File: config.mk
export PLATFORM = sky130hd
export DESIGN_NAME = ddr3_usr_write
export DESIGN_NICKNAME = d
export VERILOG_FILES = /design/src/rtl/ddr3_usr_write.sv
export SDC_FILE = /design/constraint.sdc
export NUM_CORES = 1
export LEC_CHECK = 0
export CAP_MARGIN = 20
export CORE_AREA = 2 2 248 250
export DETAILED_ROUTE_END_ITERATION = 12
export DIE_AREA = 0 0 250 252
export GPL_TIMING_DRIVEN = 0
export MAX_ROUTING_LAYER = met4
export SKIP_LAST_GASP = 1
export SLEW_MARGIN = 20
export SYNTH_ARGS = -nofsm -noshare
export SYNTH_HDL_FRONTEND = slang
export SYNTH_SLANG_ARGS = --single-unit
File: constraint.sdc
create_clock -name ddr3_emif_clk -period 2.1 [get_ports ddr3_emif_clk]
set_input_delay 0.42 -clock ddr3_emif_clk [delete_from_list [all_inputs] [get_ports ddr3_emif_clk]]
set_output_delay 0.42 -clock ddr3_emif_clk [all_outputs]
set_load 0.01 [all_outputs]
File: src/rtl/ddr3_usr_write.sv
// Write-side EMIF user logic: streams 256-bit upstream words into single-beat Avalon-MM
// writes from a start word address for a given byte count, pulsing done at completion.
module ddr3_usr_write #(
   parameter int unsigned DATA_W = 256,
   parameter int unsigned ADDR_W = 22,
   parameter int unsigned BE_W   = 32
) (
   input  logic                ddr3_emif_clk,
   input  logic                ddr3_emif_rst_n,
   input  logic                ddr3_emif_ready,
   output logic                ddr3_emif_write,
   output logic [ADDR_W-1:0]   ddr3_emif_addr,
   output logic [DATA_W-1:0]   ddr3_emif_write_data,
   output logic [BE_W-1:0]     ddr3_emif_byte_enable,
   output logic [6:0]          ddr3_emif_burst_count,
   input  logic                ddr3_write_start,
   input  logic [26:0]         ddr3_usr_start_addr_in,
   input  logic [31:0]         to_write_byte_in,
   output logic                ddr3_write_done_out,
   input  logic [DATA_W-1:0]   write_data_in,
   input  logic                write_data_valid_in,
   output logic                write_data_ready_out,
   output logic                busy_out
);

   localparam int unsigned TAIL_W = $clog2(BE_W);
   // Word count of a full 32-bit byte count needs one bit more than 32-TAIL_W.
   localparam int unsigned CNT_W  = 33 - TAIL_W;

   typedef enum logic [1:0] {
      IDLE  = 2'd0,
      WRITE = 2'd1,
      DONE  = 2'd2
   } state_t;

   state_t             state;
   state_t             state_nxt;
   logic [CNT_W-1:0]   fetch_rem;
   logic [CNT_W-1:0]   issue_rem;
   logic [TAIL_W-1:0]  tail;
   logic               first_word;
   logic [CNT_W-1:0]   words_c;
   logic [BE_W-1:0]    tail_mask_c;
   logic [BE_W-1:0]    be_nxt_c;
   logic               start_c;
   logic               accept_c;
   logic               issued_c;
   logic               unused_addr_bits;

   assign unused_addr_bits      = ^ddr3_usr_start_addr_in[26:ADDR_W];
   assign ddr3_emif_burst_count = 7'd1;

   assign start_c  = (state == IDLE) && ddr3_write_start;
   assign words_c  = CNT_W'(to_write_byte_in >> TAIL_W)
                   + CNT_W'(|to_write_byte_in[TAIL_W-1:0]);
   assign issued_c = ddr3_emif_write && ddr3_emif_ready;

   // Combinational from ddr3_emif_ready so a word can be taken every cycle.
   assign write_data_ready_out = (state == WRITE) && (fetch_rem != '0)
                               && (!ddr3_emif_write || ddr3_emif_ready);
   assign accept_c = write_data_valid_in && write_data_ready_out;

   // Partial byte enables only on the final word of a non-multiple byte count.
   always_comb begin
      tail_mask_c = '0;
      for (int unsigned i = 0; i < BE_W; i++) begin
         tail_mask_c[i] = (TAIL_W'(i) < tail);
      end
      be_nxt_c = '1;
      if ((fetch_rem == CNT_W'(1)) && (tail != '0)) begin
         be_nxt_c = tail_mask_c;
      end
   end

   always_comb begin
      state_nxt = state;
      case (state)
         IDLE: begin
            if (ddr3_write_start) begin
               state_nxt = (to_write_byte_in == 32'd0) ? DONE : WRITE;
            end
         end
         WRITE: begin
            if (issued_c && (issue_rem == CNT_W'(1))) begin
               state_nxt = DONE;
            end
         end
         DONE:    state_nxt = IDLE;
         default: state_nxt = IDLE;
      endcase
   end

   always_ff @(posedge ddr3_emif_clk or negedge ddr3_emif_rst_n) begin
      if (!ddr3_emif_rst_n) begin
         state               <= IDLE;
         fetch_rem           <= '0;
         issue_rem           <= '0;
         tail                <= '0;
         first_word          <= 1'b0;
         ddr3_write_done_out <= 1'b0;
         busy_out            <= 1'b0;
      end else begin
         state               <= state_nxt;
         ddr3_write_done_out <= (state == DONE);
         busy_out            <= (state_nxt != IDLE) || (state == DONE);
         if (start_c) begin
            fetch_rem  <= words_c;
            issue_rem  <= words_c;
            tail       <= to_write_byte_in[TAIL_W-1:0];
            first_word <= 1'b1;
         end else begin
            if (accept_c) begin
               fetch_rem  <= fetch_rem - CNT_W'(1);
               first_word <= 1'b0;
            end
            if (issued_c) begin
               issue_rem <= issue_rem - CNT_W'(1);
            end
         end
      end
   end

   // Avalon output register: holds while write is pending and not yet accepted.
   always_ff @(posedge ddr3_emif_clk or negedge ddr3_emif_rst_n) begin
      if (!ddr3_emif_rst_n) begin
         ddr3_emif_write       <= 1'b0;
         ddr3_emif_addr        <= '0;
         ddr3_emif_write_data  <= '0;
         ddr3_emif_byte_enable <= '0;
      end else begin
         if (start_c) begin
            ddr3_emif_addr <= ddr3_usr_start_addr_in[ADDR_W-1:0];
         end
         if (accept_c) begin
            ddr3_emif_write       <= 1'b1;
            ddr3_emif_write_data  <= write_data_in;
            ddr3_emif_byte_enable <= be_nxt_c;
            if (!first_word) begin
               ddr3_emif_addr <= ddr3_emif_addr + ADDR_W'(1);
            end
         end else if (issued_c) begin
            ddr3_emif_write <= 1'b0;
         end
      end
   end

endmodule
==> out/qor.csv <==
stage,metric,value,unit
status,status,finished with violations,
status,violations,setup timing,
logic_synthesis,synth-edff-count,0,
placed_design,pre_cts_ws,-1.620,ns
logic_synthesis,netlist_instances,1910,
setup_path,crit_type,reg -> out,
logic_synthesis,ys_ff_latch,377,
placed_design,dp.cells,3329,
floorplanning,start_util,27.97,%
sta,post-route-min-period,2.352,ns
power,powerDensity,991.3,nW/um2
power,ir_drop,0.0005487,V
global_route,grt_pass1_vias,16130,
drt,wl_met3,4.911,mm
setup_path,start_kind,register,
drt,routedLengthMet1,27.63,mm
layout,final_cells,3482,
layout,fillers,5688,
floorplanning,dieWidth,250,um
logic_synthesis,yosys-top-cells-area,"dfrtp_1, nand2_1, a21oi_1, xnor2_1, nor2_1",
clocking,numCtsBuffers,46,
global_route,grt_pass1_wl,100.0,mm
logic_synthesis,ys_seq_area_share,56.09,%
drt,drt-initial-drc-count,996,
sta,slew_headroom,54.37,%
setup_path,crit_arrival,1.93,ns
sta,fin_ws,-0.2525,ns
placed_design,port_buffers,628,
logic_synthesis,synth_area,16820,um2
hold_path,hold_class,in -> reg,
sta,setup_viol_count_final,323,
clocking,clock_path_buffers,3,
logic_synthesis,yosys_warnings,0,
drt,top_layer_used,met4,
clocking,htreeDepth,2,
sta,fin_skew,0.02028,ns
setup_path,required,1.68,ns
placed_design,hpwl,51.18,mm
layout,seqCellArea,9443,um2
clocking,cts_tree,done,
global_route,gr-total-overflow,0,
setup_path,end_kind,primary output,
drt,vias,16560,
drt,drtPass1Iterations,5,
logic_synthesis,avgSynthCellArea,8.806,um2
drt,post_drt_wl_per_cell,19.72,um
sta,max_freq,425.1,MHz
floorplanning,core_area,60130,um2
layout,syn_to_final_growth,62.19,%
floorplanning,die_area,63000,um2
sta,drv_slew,0,
floorplanning,ios,641,
logic_synthesis,synth_ff_type,dfrtp_1,
clocking,cts.sinks,377,
clocking,path_clk_slew,0.06,ns
clocking,clk_latency,0.57,ns
sta,final.period_utilization,112.0,%
sta,hold_violations,0,
logic_synthesis,synth_top_area_share,56.09,%
sta,whs,0.2193,ns
drt,remaining_drc_errors,0,
layout,multi_input_area,7258,um2
layout,drive_gt1_share,12.72,%
global_route,grt_max_degree,100,
logic_synthesis,yosysMostFrequentCell,nand2_1,
job,max-cap-violations,0,
setup_path,crit_chain,"nor4_2, nand4_2, nor2_4, nor2_2, buf_6",
logic_synthesis,ys_types,63,
logic_synthesis,synth_area_leader_cell,dfrtp_1,
placed_design,place_area,24230,um2
global_route,antenna_found_initial,3,
logic_synthesis,synthArstFlopShare,100.0,%
clocking,root_buffer,clkbuf_16,
drt,finalWirelength,68.67,mm
layout,final_area,27280,um2
floorplanning,rows,90,
drt,drtAntennaViolNets,0,
sta,worst_pin_slew,0.6845,ns
drt,wl_met2,34.06,mm
floorplanning,die_h,252,um
setup_path,path_max_fanout,5,
drt,detail_route.vias_per_cell,4.755,
sta,rsz0062_at_grt,true,
setup_path,cpMaxStageDelayCell,dfrtp_1,
logic_synthesis,synthTopCellsByCount,"nand2_1, dfrtp_1, nor2_1",
power,p_leak,12.30,nW
placed_design,gp_congestion,0.9097,
global_route,grt_use_total,21.29,%
setup_path,slowest_delay,0.43,ns
layout,nets,2989,
worst max-delay path: cells and delay by family (launching register included):
kind	cells	cell delay [ns]
AND/OR/NAND/NOR	4	0.81
flip-flops	1	0.43
buffers and inverters	1	0.12
placed cells by master (no fill, tap or decap), types with 12 or more instances in the layout:
cell type,Yosys,final
or3_1,19,18
a21oi_1,61,56
o21ai_0,35,35
nand2_1,840,839
mux2i_1,13,12
clkbuf_1,45,18
buf_6,2,28
nand4_1,25,25
nor4_1,38,22
inv_1,17,15
a31oi_1,31,31
clkbuf_16,0,51
buf_4,33,80
dfrtp_1,377,370
nor3_1,51,41
buf_2,30,14
nor2_1,74,71
clkbuf_8,0,14
nand3_1,29,26
xnor2_1,33,32
clkdlybuf4s50_1,0,617
clkbuf_2,0,18
metal layers:
metal  vias to the layer above  global-route usage, %
met5                         -                      -
met4                         0                  7.596
met3                       110                  5.798
met2                       576                  34.87
met1                      8037                  25.22
li1                       7833                      -
sequential cells by signal, indices dropped and copies added, names as in the netlist:
signal	count
ddr3_write_done_out	1
ddr3_emif_addr	22
busy_out	1
ddr3_emif_write	1
state	2
ddr3_emif_write_data	256
fetch_rem	28
issue_rem	28
ddr3_emif_byte_enable	32
tail	5
first_word	1
where the power goes:
part	total [mW]	switching, mW	internal, mW	leakage (nW)
logic	8.62	4.13	4.49	7.08
registers	10.3	1.42	8.90	4.46
clock network	8.10	3.28	4.82	0.751
total	27.0	8.83	18.2	12.3
final timing paths:
path	slack, ns	depth (start not counted)	startpoint	end
worst min-delay path	0.22	3	to_write_byte_in[2]	tail[2]
worst max-delay path	-0.25	5	fetch_rem[21]	write_data_ready_out
max in group asynchronous	0.61	4	ddr3_emif_rst_n	ddr3_emif_write_data[201]
min in group asynchronous	0.27	2	ddr3_emif_rst_n	ddr3_emif_write_data[11]
worst max register to register	-0.24	10	fetch_rem[21]	fetch_rem[18]
worst min register to register	0.47	2	ddr3_emif_write_data[138]	ddr3_emif_write_data[138]
per-stage QoR:
stage	power [mW]	util [%]	TNS, ns
4_1_cts	26.93	44.02	-26.43
3_3_place_gp	18.07	40.11	-6538.21
2_1_floorplan	13.59	-	-0.03250
5_1_grt	28.49	45.36	-78.00
3_5_place_dp	18.25	40.30	-410.46
6_report	27.04	45.36	-43.94
logic make-up (layout without fill, tap and decap cells):
kind of cell,Yosys count,count (layout),share of synthesized area [%]
adder cells (fa/ha/maj),8,8,0.5952
AO/OA/AOI/OAI,193,193,7.246
AND/OR/NAND/NOR,1144,1145,29.03
XOR/XNOR,44,44,2.291
flip-flops,377,377,56.09
other,2,10,0.04465
multiplexers,13,13,0.7737
buffers and inverters,129,910,3.928
timing repair:
| action | CTS | global route |
|---|---|---|
| hold endpoints to repair | 20 | 0 |
| gates cloned | 0 | 5 |
| pin swaps | 11 | 23 |
| hold buffers | 1 | 0 |
| gates resized for setup | 132 | 135 |
| buffers inserted | 29 | 34 |
| setup endpoints to repair | 384 | 390 |
cell type report:
| cell class | instances | share of cell area, % |
|---|---|---|
| antenna | 3 | 0.02752 |
| buffer | 109 | 3.555 |
| clock buffer | 65 | 4.926 |
| clock inverter | 19 | 0.6742 |
| inverter | 17 | 0.2339 |
| multi-input combinational | 1410 | 26.61 |
| sequential | 377 | 34.62 |
| tap | 782 | 3.587 |
| timing repair buffer | 700 | 25.77 |
Note: power is estimated with default switching activity, not from simulation.
